==> src/rtl/secure_alu_pipe_if.sv <==
// Handshake/data bundle for secure_alu_pipe: operand transactions in, encrypted results out.
// Ports: in_valid/in_ready + a, b, opcode, enc_mode; key_load/key_in; out_valid/out_ready + out_data, out_carry, out_err.
// Modports: master drives transactions and consumes results, slave is the ALU pipe itself.
interface secure_alu_pipe_if #(
  parameter int WIDTH = 8
);
  logic             in_valid;
  logic             in_ready;
  logic [WIDTH-1:0] a;
  logic [WIDTH-1:0] b;
  logic [3:0]       opcode;
  logic [1:0]       enc_mode;
  logic             key_load;
  logic [WIDTH-1:0] key_in;
  logic             out_valid;
  logic             out_ready;
  logic [WIDTH-1:0] out_data;
  logic             out_carry;
  logic             out_err;

  modport master (
    output in_valid, a, b, opcode, enc_mode, key_load, key_in, out_ready,
    input  in_ready, out_valid, out_data, out_carry, out_err
  );

  modport slave (
    input  in_valid, a, b, opcode, enc_mode, key_load, key_in, out_ready,
    output in_ready, out_valid, out_data, out_carry, out_err
  );
endinterface

==> src/rtl/secure_alu_pipe.sv <==
// Two-stage pipelined ALU with selectable result encryption (none, key XOR, nibble S-box, S-box+XOR).
// Latency: out_valid rises on the second rising edge counting the accept edge; one transaction per cycle.
// Backpressure: in_ready = !out_valid || out_ready; both stages hold while the output is stalled.
// Ports: clk, rst (sync, active-high), bus (secure_alu_pipe_if.slave: input handshake, key load, output handshake).
// Optional: define KEY_ROLL_EN to rotate the key left by one after every accepted encrypting transaction.
module secure_alu_pipe #(
  parameter int               WIDTH     = 8,
  parameter logic [WIDTH-1:0] KEY_RESET = WIDTH'(8'hA5)
) (
  input logic              clk,
  input logic              rst,
  secure_alu_pipe_if.slave bus
);
  localparam int SHW = $clog2(WIDTH);
  localparam int NIB = WIDTH / 4;

  localparam logic [3:0] OP_ADD = 4'b0000;
  localparam logic [3:0] OP_SUB = 4'b0001;
  localparam logic [3:0] OP_AND = 4'b0010;
  localparam logic [3:0] OP_OR  = 4'b0011;
  localparam logic [3:0] OP_MUL = 4'b0100;
  localparam logic [3:0] OP_XOR = 4'b0101;
  localparam logic [3:0] OP_SHL = 4'b1010;
  localparam logic [3:0] OP_SHR = 4'b1011;

  generate
    if ((WIDTH % 4) != 0 || WIDTH < 8) begin : g_bad_width
      $error("secure_alu_pipe: WIDTH must be a multiple of 4 and at least 8");
    end
  endgenerate

  // Nibble-wise substitution; every nibble is mapped independently.
  function automatic logic [WIDTH-1:0] sbox(input logic [WIDTH-1:0] v);
    logic [WIDTH-1:0] o;
    o = '0;
    for (int i = 0; i < NIB; i++) begin
      case (v[4*i +: 4])
        4'h0: o[4*i +: 4] = 4'hC;
        4'h1: o[4*i +: 4] = 4'h5;
        4'h2: o[4*i +: 4] = 4'h6;
        4'h3: o[4*i +: 4] = 4'hB;
        4'h4: o[4*i +: 4] = 4'h9;
        4'h5: o[4*i +: 4] = 4'h0;
        4'h6: o[4*i +: 4] = 4'hA;
        4'h7: o[4*i +: 4] = 4'hD;
        4'h8: o[4*i +: 4] = 4'h3;
        4'h9: o[4*i +: 4] = 4'hE;
        4'hA: o[4*i +: 4] = 4'hF;
        4'hB: o[4*i +: 4] = 4'h8;
        4'hC: o[4*i +: 4] = 4'h4;
        4'hD: o[4*i +: 4] = 4'h7;
        4'hE: o[4*i +: 4] = 4'h1;
        4'hF: o[4*i +: 4] = 4'h2;
      endcase
    end
    return o;
  endfunction

  logic             adv;
  logic             accept;
  logic [WIDTH-1:0] key;

  logic             s1_vld;
  logic [WIDTH-1:0] s1_r;
  logic [WIDTH-1:0] s1_key;
  logic             s1_carry;
  logic             s1_err;
  logic [1:0]       s1_mode;

  logic             out_valid_q;
  logic [WIDTH-1:0] out_data_q;
  logic             out_carry_q;
  logic             out_err_q;

  logic [WIDTH:0]     sum;
  logic [WIDTH:0]     diff;
  logic [2*WIDTH-1:0] prod;
  logic [SHW-1:0]     shamt;
  logic [WIDTH-1:0]   alu_r;
  logic               alu_carry;
  logic               alu_err;
  logic [WIDTH-1:0]   enc_r;

  // A single advance enable for both stages keeps the pipe lossless and in order.
  assign adv          = !out_valid_q || bus.out_ready;
  assign accept       = bus.in_valid && adv;
  assign bus.in_ready = adv;

  assign bus.out_valid = out_valid_q;
  assign bus.out_data  = out_data_q;
  assign bus.out_carry = out_carry_q;
  assign bus.out_err   = out_err_q;

  always_comb begin
    sum       = {1'b0, bus.a} + {1'b0, bus.b};
    diff      = {1'b0, bus.a} - {1'b0, bus.b};  // diff[WIDTH] is the borrow (a < b)
    prod      = {{WIDTH{1'b0}}, bus.a} * {{WIDTH{1'b0}}, bus.b};
    shamt     = bus.b[SHW-1:0];
    alu_r     = '0;
    alu_carry = 1'b0;
    alu_err   = 1'b0;
    case (bus.opcode)
      OP_ADD: begin
        alu_r     = sum[WIDTH-1:0];
        alu_carry = sum[WIDTH];
      end
      OP_SUB: begin
        alu_r     = diff[WIDTH-1:0];
        alu_carry = diff[WIDTH];
      end
      OP_AND: alu_r = bus.a & bus.b;
      OP_OR:  alu_r = bus.a | bus.b;
      OP_XOR: alu_r = bus.a ^ bus.b;
      OP_MUL: begin
        alu_r     = prod[WIDTH-1:0];
        alu_carry = |prod[2*WIDTH-1:WIDTH];
      end
      OP_SHL: alu_r = bus.a << shamt;
      OP_SHR: alu_r = bus.a >> shamt;
      default: alu_err = 1'b1;
    endcase
  end

  // Stage 1: ALU result plus the key as it stood before this edge.
  always_ff @(posedge clk) begin
    if (rst) begin
      s1_vld   <= 1'b0;
      s1_r     <= '0;
      s1_key   <= '0;
      s1_carry <= 1'b0;
      s1_err   <= 1'b0;
      s1_mode  <= 2'b00;
    end else if (adv) begin
      s1_vld <= bus.in_valid;
      if (accept) begin
        s1_r     <= alu_r;
        s1_key   <= key;
        s1_carry <= alu_carry;
        s1_err   <= alu_err;
        s1_mode  <= bus.enc_mode;
      end
    end
  end

  always_comb begin
    enc_r = s1_mode[1] ? sbox(s1_r) : s1_r;
    if (s1_mode[0]) begin
      enc_r = enc_r ^ s1_key;
    end
  end

  // Stage 2: output register; data only reloads on a real transaction.
  always_ff @(posedge clk) begin
    if (rst) begin
      out_valid_q <= 1'b0;
      out_data_q  <= '0;
      out_carry_q <= 1'b0;
      out_err_q   <= 1'b0;
    end else if (adv) begin
      out_valid_q <= s1_vld;
      if (s1_vld) begin
        out_data_q  <= enc_r;
        out_carry_q <= s1_carry;
        out_err_q   <= s1_err;
      end
    end
  end

  // key_load wins over rotation and does not depend on in_ready.
  always_ff @(posedge clk) begin
    if (rst) begin
      key <= KEY_RESET;
    end else if (bus.key_load) begin
      key <= bus.key_in;
`ifdef KEY_ROLL_EN
    end else if (accept && bus.enc_mode != 2'b00) begin
      key <= {key[WIDTH-2:0], key[WIDTH-1]};
`endif
    end
  end
endmodule
==> src/flat_wrapper.sv <==
// flat-port wrapper written by rule: the top's interface ports become plain ports
module secure_alu_pipe_flat 
#(
  parameter int               WIDTH     = 8,
  parameter logic [WIDTH-1:0] KEY_RESET = WIDTH'(8'hA5)
)
  (clk, rst, bus_in_valid, bus_a, bus_b, bus_opcode, bus_enc_mode, bus_key_load, bus_key_in, bus_out_ready, bus_in_ready, bus_out_valid, bus_out_data, bus_out_carry, bus_out_err);
  secure_alu_pipe_if #(.WIDTH(WIDTH)) bus_i ();
  input logic clk;
  input logic rst;
  input wire logic [$bits(bus_i.in_valid)-1:0] bus_in_valid;
  input wire logic [$bits(bus_i.a)-1:0] bus_a;
  input wire logic [$bits(bus_i.b)-1:0] bus_b;
  input wire logic [$bits(bus_i.opcode)-1:0] bus_opcode;
  input wire logic [$bits(bus_i.enc_mode)-1:0] bus_enc_mode;
  input wire logic [$bits(bus_i.key_load)-1:0] bus_key_load;
  input wire logic [$bits(bus_i.key_in)-1:0] bus_key_in;
  input wire logic [$bits(bus_i.out_ready)-1:0] bus_out_ready;
  output wire logic [$bits(bus_i.in_ready)-1:0] bus_in_ready;
  output wire logic [$bits(bus_i.out_valid)-1:0] bus_out_valid;
  output wire logic [$bits(bus_i.out_data)-1:0] bus_out_data;
  output wire logic [$bits(bus_i.out_carry)-1:0] bus_out_carry;
  output wire logic [$bits(bus_i.out_err)-1:0] bus_out_err;
  assign bus_i.in_valid = bus_in_valid;
  assign bus_i.a = bus_a;
  assign bus_i.b = bus_b;
  assign bus_i.opcode = bus_opcode;
  assign bus_i.enc_mode = bus_enc_mode;
  assign bus_i.key_load = bus_key_load;
  assign bus_i.key_in = bus_key_in;
  assign bus_i.out_ready = bus_out_ready;
  assign bus_in_ready = bus_i.in_ready;
  assign bus_out_valid = bus_i.out_valid;
  assign bus_out_data = bus_i.out_data;
  assign bus_out_carry = bus_i.out_carry;
  assign bus_out_err = bus_i.out_err;
  secure_alu_pipe #(.WIDTH(WIDTH), .KEY_RESET(KEY_RESET)) u_core (.clk(clk), .rst(rst), .bus(bus_i));
endmodule
==> config.mk <==
export PLATFORM = sky130hd
export DESIGN_NAME = secure_alu_pipe_flat
export DESIGN_NICKNAME = d
export VERILOG_FILES = /design/src/rtl/secure_alu_pipe_if.sv /design/src/rtl/secure_alu_pipe.sv /design/src/flat_wrapper.sv
export SDC_FILE = /design/constraint.sdc
export NUM_CORES = 1
export LEC_CHECK = 0
export BUFFER_PORTS_ARGS = -buffer_cell sky130_fd_sc_hd__buf_2
export CORE_MARGIN = 2
export CORE_UTILIZATION = 50
export DETAILED_ROUTE_END_ITERATION = 10
export GPL_TIMING_DRIVEN = 0
export PLACE_DENSITY = 0.71
export SYNTH_ARGS = -nofsm -noshare
export SYNTH_HDL_FRONTEND = slang
export SYNTH_SLANG_ARGS = --single-unit
==> constraint.sdc <==
create_clock -name clk -period 5 [get_ports clk]
set_input_delay 1 -clock clk [delete_from_list [all_inputs] [get_ports clk]]
set_output_delay 1 -clock clk [all_outputs]
set_load 0.01 [all_outputs]
==> flow_summary.json <==
{
  "status": "completed",
  "fin_crit_sh": 0.985,
  "tritoncts": "built",
  "ant_nets": 0,
  "ys.flop_type": "dfxtp_1",
  "cp-start-kind": "primary input",
  "synth_cells": 754,
  "yosysTopAreaCellShare": 0.157,
  "h-tree-depth": 2,
  "n_antenna_cell": 0,
  "io_pins": 47,
  "max_freq_mhz": 203,
  "skew_ns": 0.00417,
  "root_buffer": "clkbuf_16",
  "dp.cells": 942,
  "route.detailed.drc": 0,
  "power.switching_mw": 0.808,
  "initial_utilization": 0.511,
  "globalplace.congestion": 0.959,
  "layout_min_cycle_time_ns": 4.93,
  "hold_viol": 0,
  "ys_ff_latch": 48,
  "grt_pass1_wl_um": 28500,
  "yosysSeqAreaShare": 0.157,
  "worst_setup_path_end_kind": "flip-flop",
  "yosys_warnings": 0,
  "combPwrFrac": 0.616,
  "syn_area_um2": 6110,
  "syn-num-nets": 898,
  "synth.area.top_cells": "dfxtp_1 (16%), ha_1 (15%), fa_1 (12%)",
  "grt_max_degree": 22,
  "drt_iter0_markers": 518,
  "grt.total_usage": 0.273,
  "cp.arrival_ns": 5.13,
  "synth_edf_count": 0,
  "grt_overflow": 0,
  "grt_antenna_before_repair": 0,
  "post_drt_wl_per_cell_um": 18.4,
  "first_pass_iters": 5,
  "swShare": 0.415,
  "setup_violations": 0,
  "p_leak_nw": 3.27,
  "die_height_um": 115,
  "avgSynthCellArea_um2": 8.11,
  "die_width_um": 115,
  "coreArea_um2": 12000,
  "fillCellCount": 1039,
  "dieArea_um2": 13100,
  "drive_gt1_frac": 0.227,
  "area_delta_synth_final_pct": 19.2,
  "cts_made_buffers": 5,
  "grt_pass1_vias": 5672,
  "final_cells": 974,
  "clk_path_buf_depth": 2,
  "cp_max_fo": 8,
  "synth.most_common_cell": "inv_1",
  "synthDistinctLibCells": 78,
  "required_ns": 5.21,
  "fin_util": 0.610,
  "final_nets": 970,
  "hp-class": "flip-flop to flip-flop",
  "crit_type": "primary input to flip-flop",
  "rows": 40,
  "dp_hpwl_um": 13900,
  "internal_power_mw": 1.14,
  "max_cap_violations": 0,
  "pwr-share-seq": 0.212,
  "post_drt_via_cell_ratio": 5.92,
  "clk_pin_slew_ns": 0.06,
  "vias": 5764,
  "portBuffers": 41,
  "irDropWorstVdd_uv": 400,
  "clock_power_share": 0.172,
  "synth_commonest_cells": "inv_1 (92), nor2_1 (89), nand2_1 (80)",
  "powerDensity_nw_per_um2": 267,
  "cts_sinks": 48,
  "finalSetupTns_ns": 0,
  "tightest_slew_ns": 0.732,
  "worst_skew_pair.late_latency_ns": 0.29,
  "synth_top_cell_by_area": "dfxtp_1",
  "slew_headroom": 0.512,
  "routed_wl_um": 17900,
  "slew_violations": 0,
  "fin_hold_ws_ns": 0.459,
  "postSynth.asyncResetShare": 0
}
-- routing by layer --
| metal | track usage | share of wire |
|---|---|---|
| met1 | 0.355 | 0.42 |
| met2 | 0.470 | 0.49 |
| met3 | 0.0392 | 0.061 |
| met4 | 0.0854 | 0.027 |
| met5 | 0 | 0 |
-- cells by family after synthesis --
| logic type | Yosys count | share of synthesized area |
|---|---|---|
| muxes | 50 | 0.100 |
| adders and majority gates | 109 | 0.270 |
| DFF | 48 | 0.157 |
| xor gates and xnor gates | 20 | 0.0286 |
| buffers and inverters | 131 | 0.0859 |
| AOI/OAI and AO/OA | 151 | 0.171 |
| and+or+nand+nor | 245 | 0.187 |
-- worst paths after layout --
| path | from | end | slack (ns) | cells past startpoint |
|---|---|---|---|---|
| setup / recovery | bus_a[4] | flip-flop | 0.07 | 19 |
| hold / removal | u_core.key[2] | u_core.s1_key[2] | 0.46 | 2 |
| setup reg to reg | u_core.bus.out_valid | flip-flop | 1.94 | 11 |
| hold reg to reg | u_core.key[2] | u_core.s1_key[2] | 0.46 | 2 |
-- worst max-delay path, cell delays in order --
cell and delay (ns):
buf_4 0.14, buf_8 0.14, inv_6 0.07, nor2_1 0.05, fa_1 0.49, inv_2 0.04
fa_1 0.51, inv_2 0.04, fa_1 0.49, inv_2 0.04, fa_1 0.54, inv_2 0.06
ha_4 0.30, xor2_2 0.18, a211oi_2 0.11, a311oi_4 0.32, buf_6 0.18, mux2_4 0.31
o22ai_2 0.10
-- power by group through the flow --
stage | Clock [mW] | Sequential [mW] | Combinational [mW]
global placement | 0 | 0.421 | 0.946
detailed placement | 0 | 0.422 | 0.970
global route | 0.355 | 0.415 | 1.33
floorplan | 0 | 0.420 | 0.741
finish | 0.335 | 0.414 | 1.20
CTS | 0.340 | 0.413 | 1.04
-- timing repair --
action / CTS / global route
pin swaps: 9 / 23
setup endpoints to repair: 6 / 5
endpoints found under the hold margin: 0 / 0
resized for setup: 36 / 72
setup buffers: 8 / 21
gates cloned: 0 / 1
hold buffers: 0 / 0
-- placed cells by master (no fill, tap or decap), types with 9 or more instances in the layout --
cell type  Yosys  layout
xnor2_1       14      14
buf_2         12      38
o21ai_0       17      16
dfxtp_1       48      48
nor3_1        10      10
nor2_1        89      81
nand2b_1      10       9
inv_1         92      70
ha_1          71      61
fa_1          38      34
clkbuf_1      18      13
mux2i_1       33      33
nand2_1       80      80
a21oi_1       56      55
inv_2          1      14
buf_4          3      34
-- final cells by class --
cell class              count  area, µm²  share of cell area
multi-input cells         575       4880               0.670
plain buffers              32        229              0.0314
flip-flops and latches     48        961               0.132
repair buffers             70        485              0.0666
well taps                 147        184              0.0252
clock buffers               7        143              0.0196
clock inverters             1       7.51             0.00103
inverters                  94        397              0.0544
-- through the flow --
step,setup slack [ns],power (mW),area (µm²)
3_3_place_gp,-0.735,1.37,6570
2_1_floorplan,0.00270,1.16,6180
4_1_cts,-0.00783,1.80,6900
5_1_grt,-0.0367,2.10,7290
6_report,0.0734,1.95,7290
3_5_place_dp,-0.819,1.39,6570
No activity file was read; power rests on OpenSTA's default activity.
